**config.mk**
```make
export PLATFORM = sky130hd
export DESIGN_NAME = stream_merge2
export DESIGN_NICKNAME = d
export VERILOG_FILES = /design/src/rtl/stream_merge2_pkg.sv /design/src/rtl/stream_merge2_arb.sv /design/src/rtl/stream_merge2_mux.sv /design/src/rtl/stream_merge2.sv
export SDC_FILE = /design/constraint.sdc
export NUM_CORES = 1
export LEC_CHECK = 0
export BUFFER_PORTS_ARGS = -buffer_cell sky130_fd_sc_hd__buf_2
export CAP_MARGIN = 20
export CORE_AREA = 2 2 39 41
export CTS_CLUSTER_DIAMETER = 80
export DETAILED_ROUTE_END_ITERATION = 6
export DIE_AREA = 0 0 41 43
export PLACE_DENSITY_LB_ADDON = 0.2
export SYNTH_ARGS = -nofsm -noshare
export SYNTH_HDL_FRONTEND = slang
export SYNTH_SLANG_ARGS = --single-unit
```
**constraint.sdc**
```tcl
create_clock -name clk -period 1.7 [get_ports clk]
set_input_delay 0.34 -clock clk [delete_from_list [all_inputs] [get_ports clk]]
set_output_delay 0.34 -clock clk [all_outputs]
set_load 0.02 [all_outputs]
```
**src/rtl/stream_merge2_pkg.sv**
```systemverilog
// Shared definitions for the two-input round-robin stream merger:
// select/source encoding and the default message type.
package stream_merge2_pkg;

  localparam int P_NBITS_DEFAULT = 4;

  // The same encoding drives the mux select and is reported on out_src.
  localparam logic SEL_IN0 = 1'b0;
  localparam logic SEL_IN1 = 1'b1;

  typedef logic [P_NBITS_DEFAULT-1:0] msg_t;

  // Winner for a two-bit request vector. On a tie, or when nobody requests,
  // the priority pointer decides.
  function automatic logic rr_pick(input logic [1:0] req, input logic prio);
    logic pick;
    case (req)
      2'b01:   pick = SEL_IN0;
      2'b10:   pick = SEL_IN1;
      default: pick = prio;
    endcase
    return pick;
  endfunction

endpackage

```
**src/rtl/stream_merge2_arb.sv**
```systemverilog
// Two-requester round-robin arbiter. The priority pointer flips to the
// side that did not win whenever a grant is actually used (en).
module rr_arb2
  import stream_merge2_pkg::*;
(
  input  logic       clk,
  input  logic       reset_n,
  input  logic [1:0] req,
  input  logic       en,
  output logic       grant,
  output logic       any_req
);

  logic prio;

  assign grant   = rr_pick(req, prio);
  assign any_req = |req;

  // NOTE: state flops use non-blocking assignments so every flop samples
  // values from before the clock edge, regardless of block ordering.
  always_ff @(posedge clk or negedge reset_n) begin
    if (!reset_n) begin
      prio <= SEL_IN0;
    end else if (en) begin
      prio <= ~grant;
    end
  end

endmodule

```
**src/rtl/stream_merge2_mux.sv**
```systemverilog
// Generic two-input multiplexor used for data steering.
module mux2 #(
  parameter int p_nbits = 4
) (
  input  logic [p_nbits-1:0] in0,
  input  logic [p_nbits-1:0] in1,
  input  logic               sel,
  output logic [p_nbits-1:0] out
);

  // NOTE: every output of a combinational block is assigned on every path
  // (default first), otherwise synthesis infers a latch.
  always_comb begin
    out = in0;
    if (sel) out = in1;
  end

endmodule

```
**src/rtl/stream_merge2.sv**
```systemverilog
// Round-robin merge of two val/rdy streams into a single one-entry output
// register. out_rdy is bypassed combinationally into the input readies.
module stream_merge2
  import stream_merge2_pkg::*;
#(
  parameter int p_nbits = 4
) (
  input  logic               clk,
  input  logic               reset_n,
  input  logic               in0_val,
  output logic               in0_rdy,
  input  logic [p_nbits-1:0] in0_msg,
  input  logic               in1_val,
  output logic               in1_rdy,
  input  logic [p_nbits-1:0] in1_msg,
  output logic               out_val,
  input  logic               out_rdy,
  output logic [p_nbits-1:0] out_msg,
  output logic               out_src
);

  logic               space;
  logic               go;
  logic               grant;
  logic               any_req;
  logic [p_nbits-1:0] mux_out;

  // The register can accept when it is empty or being drained this cycle.
  assign space = !out_val || out_rdy;
  assign go    = space && any_req;

  assign in0_rdy = space && (grant == SEL_IN0) && in0_val;
  assign in1_rdy = space && (grant == SEL_IN1) && in1_val;

  rr_arb2 u_arb (
    .clk     (clk),
    .reset_n (reset_n),
    .req     ({in1_val, in0_val}),
    .en      (go),
    .grant   (grant),
    .any_req (any_req)
  );

  mux2 #(.p_nbits(p_nbits)) u_mux (
    .in0 (in0_msg),
    .in1 (in1_msg),
    .sel (grant),
    .out (mux_out)
  );

  always_ff @(posedge clk or negedge reset_n) begin
    if (!reset_n) begin
      out_val <= 1'b0;
      out_msg <= '0;
      out_src <= SEL_IN0;
    end else begin
      out_val <= go || (out_val && !out_rdy);
      if (go) begin
        out_msg <= mux_out;
        out_src <= grant;
      end
    end
  end

endmodule

```
==> results of run 1 <==
worst max-delay path by stage:
stage	start	endpoint	slack, ps
detailed placement	in1_val	in0_rdy	-50
finish	in0_val	in0_rdy	80
floorplan	in0_val	in1_rdy	90
global route	in0_val	in0_rdy	5
CTS	in1_val	in0_rdy	40
global placement	in1_val	in0_rdy	-5
critical path, delay by kind of cell:
kind	cells	cell delay (ps)
adders and majority gates	1	290
buffers and inverters	3	260
and+or+nand+nor	1	190
muxes	1	200
cell usage after synthesis, drive strengths merged:
| library cell | number | share of area [%] |
|---|---|---|
| o21ai | 10 | 13 |
| nor2b | 1 | 1.6 |
| dfrtp | 7 | 45 |
| ha | 3 | 9.7 |
| nor3 | 1 | 1.3 |
| and3 | 1 | 1.6 |
| nand2 | 1 | 0.97 |
| mux2i | 6 | 19 |
| inv | 2 | 1.9 |
| nand2b | 2 | 3.2 |
| mux2 | 1 | 2.9 |
layer usage:
metal	global-route usage [%]	vias to the layer above	part of all wire [%]
met5	0	-	0
met4	6.000	0	0
met3	4.712	0	7.2
met2	16.25	14	50
met1	13.29	171	43
li1	-	190	-
kinds of logic after synthesis:
kind of cell / Yosys count / share of synthesized area [%]
flops: 7 / 45.16
mux: 7 / 21.61
simple gates: 6 / 8.709
fa+ha+maj: 3 / 9.678
buf+inv: 2 / 1.936
compound gates: 10 / 12.90
what timing repair did:
action | in CTS | in global routing
hold buffers | 1 | 0
pin swaps | 0 | 2
gates resized for setup | 1 | 3
buffers inserted | 1 | 0
gates cloned | 0 | 0
setup endpoints to repair | 1 | 1
hold endpoints to repair | 7 | 0
final cells by class:
| cell class | instances | area [um2] | share of cell area [%] |
|---|---|---|---|
| inverters | 2 | 7.507 | 1.195 |
| multi-input cells | 26 | 222.7 | 35.46 |
| repair buffers | 29 | 176.4 | 28.09 |
| clock buffers | 4 | 26.28 | 4.183 |
| flip-flops and latches | 7 | 175.2 | 27.89 |
| well taps | 16 | 20.02 | 3.187 |
state kept, by name, indices dropped and copies added, names as in the netlist:
| register | count |
|---|---|
| out_msg | 4 |
| u_arb.prio | 1 |
| out_val | 1 |
| out_src | 1 |
stage by stage:
stage          hold WS, ps  total power, W
2_1_floorplan        44.41       0.0003512
3_3_place_gp         179.8       0.0004351
3_5_place_dp         186.4       0.0004378
4_1_cts              363.9       0.0006027
5_1_grt              391.2       0.0006373
6_report             368.2       0.0005919
power groups by stage:
stage / Sequential (W) / Clock (W) / Combinational, W
after floorplan: 0.000256 / 0 / 0.0000954
after global placement: 0.000224 / 0 / 0.000211
after detailed placement: 0.000225 / 0 / 0.000213
after CTS: 0.000222 / 0.000153 / 0.000227
after global routing: 0.000226 / 0.000163 / 0.000248
final: 0.000222 / 0.000144 / 0.000226
==> impl_metrics.sql, run 1 <==
INSERT INTO impl_metrics (metric_group, metric, value, unit) VALUES
('timing', 'setup_viol_count_final', '0', ''),
('worst_setup_path', 'timing.critical_path.arrival', '1280', 'ps'),
('drt', 'route.detailed.vias_per_inst', '4.464', ''),
('floorplan', 'die_y', '43', 'um'),
('floorplan', 'initial_utilization', '28.03', '%'),
('floorplan', 'ioPinCount', '21', ''),
('cts', 'h-tree-depth', '1', ''),
('place', 'placed_cells_incl_taps', '78', ''),
('final_layout', 'finish.cell_count_without_fillers', '84', ''),
('final_layout', 'postLayoutCoreUtil', '45.39', '%'),
('worst_setup_path', 'r2r_cells', '4', ''),
('grt', 'grt_antenna_before_repair', '0', ''),
('pwr', 'worst_ir_drop_vdd', '0.3524', 'mV'),
('place', 'place_congestion', '0.6775', ''),
('timing', 'max_freq', '616.5', 'MHz'),
('cts', 'max-clock-path-buffers', '2', ''),
('grt', 'grt_pass1_vias', '344', ''),
('cts', 'clock-root-buffer', 'sky130_fd_sc_hd__clkbuf_4', ''),
('pwr', 'switching_power', '0.0001893', 'W'),
('grt', 'wire_length_of_the_first_global_routing_pass', '1.297', 'mm'),
('cts', 'cts_made_buffers', '3', ''),
('timing', 'worst_pin_slew', '209.3', 'ps'),
('drt', 'remaining_drc_errors', '0', ''),
('worst_setup_path', 'nature_of_the_critical_path_endpoint', 'output port', ''),
('cts', 'worst_setup_hold_path_clk_slew', '50', 'ps'),
('synth', 'seq_area_frac_synth', '45.16', '%'),
('timing', 'final_max_slew_viol_count', '0', ''),
('timing', 'report.final.hold_viol_count', '0', ''),
('place', 'placement.setup.worst_slack', '-49.40', 'ps'),
('timing', 'final_min_period_over_clock_period', '95.41', '%'),
('place', 'detailed_place_hpwl', '695.3', 'um'),
('pwr', 'power_leakage', '0.3256', 'nW'),
('worst_setup_path', 'rrSetupSlack', '560', 'ps'),
('worst_setup_path', 'r2r_start', 'u_arb.prio$_DFFE_PN0P_', ''),
('timing', 'unrepaired_setup_endpoints_after_global_routing', 'no', ''),
('cts', 'clock-sinks', '7', ''),
('worst_setup_path', 'crit_path_max_incr_delay', '290', 'ps'),
('synth', 'ys.warnings.count', '0', ''),
('pwr', 'power.sequential.fraction', '37.5', '%'),
('final_layout', 'highest_count_cells_in_the_layout_ignoring_fill_and_taps', '19 x sky130_fd_sc_hd__buf_2, 8 x sky130_fd_sc_hd__buf_4, 7 x sky130_fd_sc_hd__dfrtp_1', ''),
('pwr', 'share_comb_of_total_power', '38.2', '%'),
('floorplan', 'placement_rows', '14', ''),
('final_layout', 'insertedDiodeCount', '0', ''),
('worst_setup_path', 'path_class', 'input pin to output port', ''),
('final_layout', 'area_delta_synth_final', '61.94', '%'),
('pwr', 'clock_power_share', '24.4', '%'),
('pwr', 'pwr_density_cell', '942.4', 'mW/mm2'),
('min_path', 'timing.hold.worst_path_depth', '3', ''),
('job', 'maxCapViolations', '0', ''),
('worst_setup_path', 'cpMaxStageDelayCell', 'sky130_fd_sc_hd__ha_4', ''),
('drt', 'vias', '375', ''),
('min_path', 'hold_class', 'input pin to flip-flop', ''),
('final_layout', 'drive_above_1_share', '52.94', '%'),
('synth', 'postSynthCellCount', '35', ''),
('final_layout', 'stdcell_area', '628.1', 'um2'),
('worst_setup_path', 'crit_path_required_time', '1360', 'ps'),
('floorplan', 'floorplan.die.width', '41', 'um'),
('drt', 'postRouteAntennaNets', '0', ''),
('timing', 'worst_slew_margin_rel', '86.02', '%'),
('floorplan', 'core_area', '0.001384', 'mm2'),
('pwr', 'power.switching_fraction', '31.98', '%'),
('place', 'portBuffers', '20', ''),
('drt', 'totalWireLength', '817', 'um'),
('floorplan', 'die-area', '0.001763', 'mm2'),
('synth', 'synth_nets', '51', ''),
('timing', 'clock-skew-final', '2.563', 'ps'),
('status', 'result_of_the_run', 'completed', ''),
('final_layout', 'mostFrequentLayoutCell', 'sky130_fd_sc_hd__buf_2', ''),
('grt', 'overflow', '0', ''),
('cts', 'worst_skew_pair.late_latency', '240', 'ps'),
('drt', 'firstDrtPassIters', '4', '');
Power figures use the tool's default switching activity.
==> run 2, diff against run 1 <==
--- a/config.mk
+++ b/config.mk
@@ -11,7 +11,7 @@
 export CTS_CLUSTER_DIAMETER = 80
 export DETAILED_ROUTE_END_ITERATION = 6
 export DIE_AREA = 0 0 41 43
-export PLACE_DENSITY_LB_ADDON = 0.2
+export PLACE_DENSITY_LB_ADDON = 0.15
 export SYNTH_ARGS = -nofsm -noshare
 export SYNTH_HDL_FRONTEND = slang
 export SYNTH_SLANG_ARGS = --single-unit
==> constraint.sdc (replaced) <==
create_clock -name clk -period 1.5 [get_ports clk]
set_input_delay 0.3 -clock clk [delete_from_list [all_inputs] [get_ports clk]]
set_output_delay 0.3 -clock clk [all_outputs]
set_load 0.02 [all_outputs]
==> impl_metrics.sql, run 2 (synthesis gave the netlist of run 1 again) <==
INSERT INTO impl_metrics (metric_group, metric, value, unit) VALUES
('floorplan', 'initial_utilization', '28.03', '%'),
('worst_setup_path', 'worstPathBufferInverterCount', '3', ''),
('cts', 'h-tree-depth', '1', ''),
('worst_setup_path', 'start_kind', 'input pin', ''),
('final_layout', 'fill_cells', '144', ''),
('worst_setup_path', 'path_cells', 'buf_8, inv_4, ha_4, mux2i_2, and3_1, buf_6', ''),
('pwr', 'power_report.internal_total', '0.0004912', 'W'),
('pwr', 'worst_ir_drop_vdd', '0.5667', 'mV'),
('timing', 'clock-skew-final', '4.606', 'ps'),
('drt', 'remaining_drc_errors', '0', ''),
('worst_setup_path', 'cpLargestDelayFamily', 'adder cells', ''),
('cts', 'clock-sinks', '7', ''),
('pwr', 'switching_power', '0.0002356', 'W'),
('worst_setup_path', 'timing.critical_path.arrival', '1220', 'ps'),
('floorplan', 'die-area', '0.001763', 'mm2'),
('worst_setup_path', 'crit_path_required_time', '1200', 'ps'),
('final_layout', 'drive_above_1_share', '56.52', '%'),
('final_layout', 'area_delta_synth_final', '76.77', '%'),
('worst_setup_path', 'cpMaxStageDelayCell', 'sky130_fd_sc_hd__ha_4', ''),
('grt', 'grt_antenna_before_repair', '0', ''),
('pwr', 'share_comb_of_total_power', '41.8', '%'),
('worst_setup_path', 'critical_path.max_fanout', '2', ''),
('drt', 'vias', '380', ''),
('final_layout', 'registers.top_by_ff_count', 'out_msg', ''),
('drt', 'route.detailed.vias_per_inst', '4.471', ''),
('cts', 'cts_tree', 'built', ''),
('final_layout', 'finish.cell_count_without_fillers', '85', ''),
('timing', 'worst_slew_margin_rel', '80.88', '%'),
('timing', 'unrepaired_setup_endpoints_after_global_routing', 'yes', ''),
('drt', 'first_iter_violations', '3', ''),
('timing', 'setup_viol_count_final', '1', ''),
('final_layout', 'highest_count_cells_in_the_layout_ignoring_fill_and_taps', '17 x sky130_fd_sc_hd__buf_2, 8 x sky130_fd_sc_hd__buf_4, 7 x sky130_fd_sc_hd__dfrtp_1', ''),
('status', 'failed_checks', 'setup timing', ''),
('grt', 'grt_pass1_vias', '356', ''),
('final_layout', 'stdcell_area', '685.7', 'um2'),
('cts', 'clock-root-buffer', 'sky130_fd_sc_hd__clkbuf_4', ''),
('job', 'maxCapViolations', '0', ''),
('floorplan', 'ioPinCount', '21', ''),
('pwr', 'power.switching_fraction', '32.41', '%'),
('timing', 'report.final.hold_viol_count', '0', ''),
('floorplan', 'floorplan.die.width', '41', 'um'),
('grt', 'overflow', '0', ''),
('cts', 'worst_skew_pair.late_latency', '250', 'ps'),
('grt', 'grt_usage', '13.32', '%'),
('place', 'portBuffers', '20', ''),
('drt', 'postRouteAntennaNets', '0', ''),
('place', 'detailed_place_hpwl', '706.2', 'um'),
('worst_setup_path', 'crit_path_max_incr_delay', '280', 'ps'),
('cts', 'cts_made_buffers', '3', ''),
('drt', 'firstDrtPassIters', '4', ''),
('final_layout', 'largest_reg_flops', '4', ''),
('timing', 'final_min_period_over_clock_period', '101.6', '%'),
('worst_setup_path', 'path_class', 'input pin to output port', ''),
('drt', 'totalWireLength', '857', 'um'),
('final_layout', 'mostFrequentLayoutCell', 'sky130_fd_sc_hd__buf_2', ''),
('timing', 'final_max_slew_viol_count', '0', ''),
('place', 'placed_cells_incl_taps', '78', ''),
('pwr', 'pwr_density_cell', '1060', 'mW/mm2'),
('floorplan', 'core_area', '0.001384', 'mm2'),
('final_layout', 'insertedDiodeCount', '0', ''),
('place', 'place_area', '584.3', 'um2'),
('cts', 'max-clock-path-buffers', '2', ''),
('timing', 'min_tclk_post_route', '1523', 'ps'),
('status', 'result_of_the_run', 'complete, but fails checks', ''),
('drt', 'post_detailed_route_wirelength_per_cell', '10.08', 'um'),
('final_layout', 'design.final.nets', '86', ''),
('timing', 'setup_ws_post_layout', '-23.33', 'ps'),
('grt', 'wire_length_of_the_first_global_routing_pass', '1.504', 'mm'),
('floorplan', 'placement_rows', '14', ''),
('worst_setup_path', 'rrSetupSlack', '250', 'ps'),
('min_path', 'hold_class', 'input pin to flip-flop', ''),
('worst_setup_path', 'nature_of_the_critical_path_endpoint', 'output port', ''),
('pwr', 'clock_power_share', '23.5', '%'),
('floorplan', 'die_y', '43', 'um'),
('place', 'placement.setup.worst_slack', '-186.5', 'ps'),
('place', 'place_congestion', '0.6987', ''),
('pwr', 'power_leakage', '0.3423', 'nW'),
('timing', 'worst_pin_slew', '286.2', 'ps'),
('cts', 'worst_setup_hold_path_clk_slew', '50', 'ps'),
('pwr', 'power.sequential.fraction', '34.7', '%'),
('grt', 'largest_net_degree_at_the_start_of_global_routing', '8', ''),
('timing', 'max_freq', '656.5', 'MHz');
## run 2: cell count changes in the layout (fill, tap and decap cells not counted), sizes merged
cell  change
buf       +1
## run 2: path summary, 6_finish.rpt
kind,startpoint,endpoint,depth (start not counted)
worst min-delay path,in1_msg[0],out_msg[0]$_DFFE_PN0P_,3
max in group asynchronous,reset_n,out_msg[1]$_DFFE_PN0P_,2
worst min register to register,out_src$_DFFE_PN0P_,out_src$_DFFE_PN0P_,2
min in group asynchronous,reset_n,out_val$_DFF_PN0_,2
worst max-delay path,in1_val,in0_rdy,6
worst max register to register,u_arb.prio$_DFFE_PN0P_,out_msg[2]$_DFFE_PN0P_,5
## run 2: power by group through the flow
stage               logic [W]  clock network [W]  registers (W)
detailed placement   0.000266                  0       0.000254
global placement     0.000263                  0       0.000253
CTS                  0.000292           0.000180       0.000250
floorplan            0.000113                  0       0.000290
global route         0.000333           0.000193       0.000257
finish               0.000304           0.000171       0.000252
## run 2: cell type report
type	count	area [um2]	area share, %
Sequential cell	7	175.2	25.55
Timing Repair Buffer	30	216.5	31.57
Tap cell	16	20.02	2.920
Inverter	2	15.01	2.190
Clock buffer	4	26.28	3.832
Multi-Input combinational cell	26	232.7	33.94
## run 2: metal layers
metal / track usage (%) / vias to the layer above / routed length (um)
li1: - / 192 / -
met1: 16.01 / 175 / 356
met3: 9.424 / 0 / 87
met5: 0 / - / 0
met4: 4.000 / 0 / 0
met2: 18.44 / 13 / 413
## run 2: worst min-delay path, cell delays in order
cell	delay [ps]
sky130_fd_sc_hd__buf_2	70
sky130_fd_sc_hd__mux2i_1	50
sky130_fd_sc_hd__o21ai_1	100
## run 2: through the flow
step	total power [W]	util (%)	hold slack, ps	TNS (ps)
finish	0.0007268	49.55	313.5	-23.33
global route	0.0007834	49.55	341.8	-57.76
global placement	0.0005163	42.22	141.9	-1017
detailed placement	0.0005197	42.22	142.0	-1030
floorplan	0.0004026	-	4.409	0
CTS	0.0007229	48.01	308.9	-26.96
## run 2: repair_timing
item	4_1_cts	5_1_grt
resized for setup	9	4
endpoints found under the hold margin	7	0
setup buffers	1	1
hold buffers	1	0
endpoints found under the setup margin	2	1
pin swaps	2	2
==> run 3, diff against run 2 <==
--- a/config.mk
+++ b/config.mk
@@ -5,12 +5,13 @@
 export SDC_FILE = /design/constraint.sdc
 export NUM_CORES = 1
 export LEC_CHECK = 0
+export ABC_AREA = 0
 export BUFFER_PORTS_ARGS = -buffer_cell sky130_fd_sc_hd__buf_2
 export CAP_MARGIN = 20
-export CORE_AREA = 2 2 39 41
+export CORE_MARGIN = 2
+export CORE_UTILIZATION = 25
 export CTS_CLUSTER_DIAMETER = 80
 export DETAILED_ROUTE_END_ITERATION = 6
-export DIE_AREA = 0 0 41 43
 export PLACE_DENSITY_LB_ADDON = 0.15
 export SYNTH_ARGS = -nofsm -noshare
 export SYNTH_HDL_FRONTEND = slang
==> impl_metrics.sql, run 3 (synthesis gave the netlist of run 1 again) <==
INSERT INTO impl_metrics (metric_group, metric, value, unit) VALUES
('cts', 'max-clock-path-buffers', '2', ''),
('place', 'placed_cells_incl_taps', '78', ''),
('pwr', 'clock_power_share', '22.4', '%'),
('pwr', 'switching_power', '0.0002454', 'W'),
('min_path', 'timing.hold.worst_path_depth', '3', ''),
('floorplan', 'floorplan.die.width', '43.39', 'um'),
('job', 'maxCapViolations', '0', ''),
('min_path', 'hold_path_startpoint', 'in1_msg[1]', ''),
('drt', 'top_layer_used', 'met3', ''),
('drt', 'met2_length', '452', 'um'),
('drt', 'first_iter_violations', '3', ''),
('pwr', 'power.switching_fraction', '31.94', '%'),
('final_layout', 'mostFrequentLayoutCell', 'sky130_fd_sc_hd__buf_2', ''),
('cts', 'worst_skew_pair.late_latency', '250', 'ps'),
('pwr', 'pwr_density_cell', '1070', 'mW/mm2'),
('grt', 'grt_pass1_vias', '384', ''),
('cts', 'cts_tree', 'built', ''),
('timing', 'setup_viol_count_final', '1', ''),
('cts', 'cts_made_buffers', '3', ''),
('timing', 'tns', '-14.68', 'ps'),
('timing', 'max_freq', '660.2', 'MHz'),
('worst_setup_path', 'crit_path_max_incr_delay', '280', 'ps'),
('final_layout', 'area_delta_synth_final', '85.16', '%'),
('worst_setup_path', 'cpMaxStageDelayCell', 'sky130_fd_sc_hd__ha_4', ''),
('floorplan', 'initial_utilization', '26.36', '%'),
('drt', 'm1WireLength', '476', 'um'),
('final_layout', 'highest_count_cells_in_the_layout_ignoring_fill_and_taps', '16 x sky130_fd_sc_hd__buf_2, 13 x sky130_fd_sc_hd__buf_4, 7 x sky130_fd_sc_hd__dfrtp_1', ''),
('worst_setup_path', 'worstPathBufferInverterCount', '3', ''),
('worst_setup_path', 'reg2reg_to', 'out_src$_DFFE_PN0P_', ''),
('drt', 'remaining_drc_errors', '0', ''),
('timing', 'clock-skew-final', '5.250', 'ps'),
('grt', 'grt_usage', '12.08', '%'),
('final_layout', 'finish.cell_count_without_fillers', '89', ''),
('timing', 'final_min_period_over_clock_period', '101.0', '%'),
('final_layout', 'largest_reg_flops', '4', ''),
('drt', 'firstDrtPassIters', '2', ''),
('place', 'place_congestion', '0.7811', ''),
('place', 'portBuffers', '20', ''),
('cts', 'h-tree-depth', '1', ''),
('min_path', 'hold_path_end', 'out_msg[1]$_DFFE_PN0P_', ''),
('worst_setup_path', 'critical_path.max_fanout', '2', ''),
('worst_setup_path', 'r2r_start', 'u_arb.prio$_DFFE_PN0P_', ''),
('cts', 'clock-sinks', '7', ''),
('floorplan', 'die_y', '43.39', 'um'),
('final_layout', 'registers.top_by_ff_count', 'out_msg', ''),
('cts', 'clock-root-buffer', 'sky130_fd_sc_hd__clkbuf_4', ''),
('final_layout', 'stdcell_area', '718.2', 'um2'),
('status', 'result_of_the_run', 'complete, but fails checks', ''),
('worst_setup_path', 'rrSetupSlack', '160', 'ps'),
('timing', 'report.final.hold_viol_count', '0', ''),
('final_layout', 'insertedDiodeCount', '0', ''),
('final_layout', 'drive_above_1_share', '60.27', '%'),
('worst_setup_path', 'start_kind', 'input pin', ''),
('grt', 'wire_length_of_the_first_global_routing_pass', '1.649', 'mm'),
('min_path', 'hold_class', 'input pin to flip-flop', ''),
('pwr', 'power_leakage', '0.3629', 'nW'),
('final_layout', 'postLayoutCoreUtil', '48.81', '%'),
('timing', 'final_max_slew_viol_count', '0', ''),
('pwr', 'power.sequential.fraction', '32.7', '%'),
('floorplan', 'core_area', '0.001471', 'mm2'),
('timing', 'worst_slew_margin_rel', '87.51', '%'),
('grt', 'largest_net_degree_at_the_start_of_global_routing', '8', ''),
('floorplan', 'die-area', '0.001883', 'mm2'),
('worst_setup_path', 'cpLargestDelayFamily', 'adder cells', ''),
('floorplan', 'ioPinCount', '21', ''),
('drt', 'wl_met3', '67', 'um'),
('timing', 'unrepaired_setup_endpoints_after_global_routing', 'yes', ''),
('cts', 'worst_setup_hold_path_clk_slew', '60', 'ps'),
('worst_setup_path', 'r2r_cells', '7', ''),
('worst_setup_path', 'timing.critical_path.arrival', '1210', 'ps'),
('timing', 'setup_ws_post_layout', '-14.68', 'ps'),
('grt', 'grt_antenna_before_repair', '0', ''),
('timing', 'finalHoldWorstSlack', '322.3', 'ps'),
('status', 'failed_checks', 'setup timing', ''),
('pwr', 'share_comb_of_total_power', '44.9', '%'),
('timing', 'worst_pin_slew', '183.4', 'ps'),
('pwr', 'power_report.internal_total', '0.0005231', 'W'),
('place', 'detailed_place_hpwl', '723', 'um'),
('final_layout', 'design.final.nets', '90', ''),
('worst_setup_path', 'path_class', 'input pin to output port', ''),
('drt', 'postRouteAntennaNets', '0', ''),
('worst_setup_path', 'path_cells', 'buf_8, inv_4, ha_4, mux2i_2, and3_1, buf_6', ''),
('timing', 'min_tclk_post_route', '1515', 'ps'),
('drt', 'route.detailed.vias_per_inst', '4.315', ''),
('worst_setup_path', 'nature_of_the_critical_path_endpoint', 'output port', ''),
('final_layout', 'fill_cells', '144', ''),
('drt', 'post_detailed_route_wirelength_per_cell', '11.19', 'um'),
('place', 'place_area', '584.3', 'um2'),
('floorplan', 'placement_rows', '14', ''),
('drt', 'vias', '384', ''),
('pwr', 'worst_ir_drop_vdd', '0.4091', 'mV'),
('grt', 'overflow', '0', ''),
('drt', 'totalWireLength', '996', 'um'),
('worst_setup_path', 'crit_path_required_time', '1200', 'ps');
## run 3: cell types whose count changed in the layout (fill, tap and decap cells not counted)
| cell | delta |
|---|---|
| sky130_fd_sc_hd__inv_6 | -1 |
| sky130_fd_sc_hd__nor2b_1 | -1 |
| sky130_fd_sc_hd__buf_2 | -1 |
| sky130_fd_sc_hd__nor2b_2 | +1 |
| sky130_fd_sc_hd__inv_4 | +1 |
| sky130_fd_sc_hd__buf_4 | +5 |
## run 3: repair_timing
item                                    CTS  global route
resized for setup                        10             4
hold buffers                              1             0
endpoints found under the setup margin    2             2
buffers inserted                          6             0
cloned                                    0             0
endpoints found under the hold margin     7             0
pin swaps                                 2             1
## run 3: how the worst max path moves through the flow
stage / start / endpoint / cells after the start
finish: in1_val / in0_rdy / 6
global route: in1_val / in0_rdy / 6
CTS: in0_val / in0_rdy / 6
detailed placement: in1_val / in0_rdy / 6
global placement: in1_val / in0_rdy / 6
floorplan: in1_val / in0_rdy / 4
## run 3: final cells by class
type,instances,area [um2],share of cell area [%]
Inverter,2,12.51,1.742
Sequential cell,7,175.2,24.39
Multi-Input combinational cell,26,235.2,32.75
Timing Repair Buffer,34,249.0,34.67
Clock buffer,4,26.28,3.659
Tap cell,16,20.02,2.787
## run 3: through the flow
| stage | total power, W | setup WS (ps) |
|---|---|---|
| final | 0.0007686 | -14.68 |
| after CTS | 0.0007671 | -20.18 |
| after floorplan | 0.0004026 | 7.411 |
| after global placement | 0.0005167 | -194.5 |
| after detailed placement | 0.0005179 | -190.1 |
| after global routing | 0.0008191 | -57.70 |
## run 3: power groups by stage
stage	clock network, W	logic (W)	registers, W
2_1_floorplan	0	0.000113	0.000290
6_report	0.000172	0.000345	0.000251
4_1_cts	0.000181	0.000337	0.000249
5_1_grt	0.000191	0.000371	0.000257
3_5_place_dp	0	0.000266	0.000252
3_3_place_gp	0	0.000264	0.000252
## run 3: layer usage
metal | vias up | GRT usage, %
met5 | - | 0
met1 | 169 | 16.15
li1 | 202 | -
met4 | 0 | 1.818
met3 | 0 | 6.250
met2 | 13 | 17.91
## run 3: worst reg2reg max path: cells and delay by family (launching register included)
family                 cells  cell delay, ps
buffers and inverters      5             600
flip-flops                 1             420
AO/OA/AOI/OAI              1             140
multiplexers               1             100
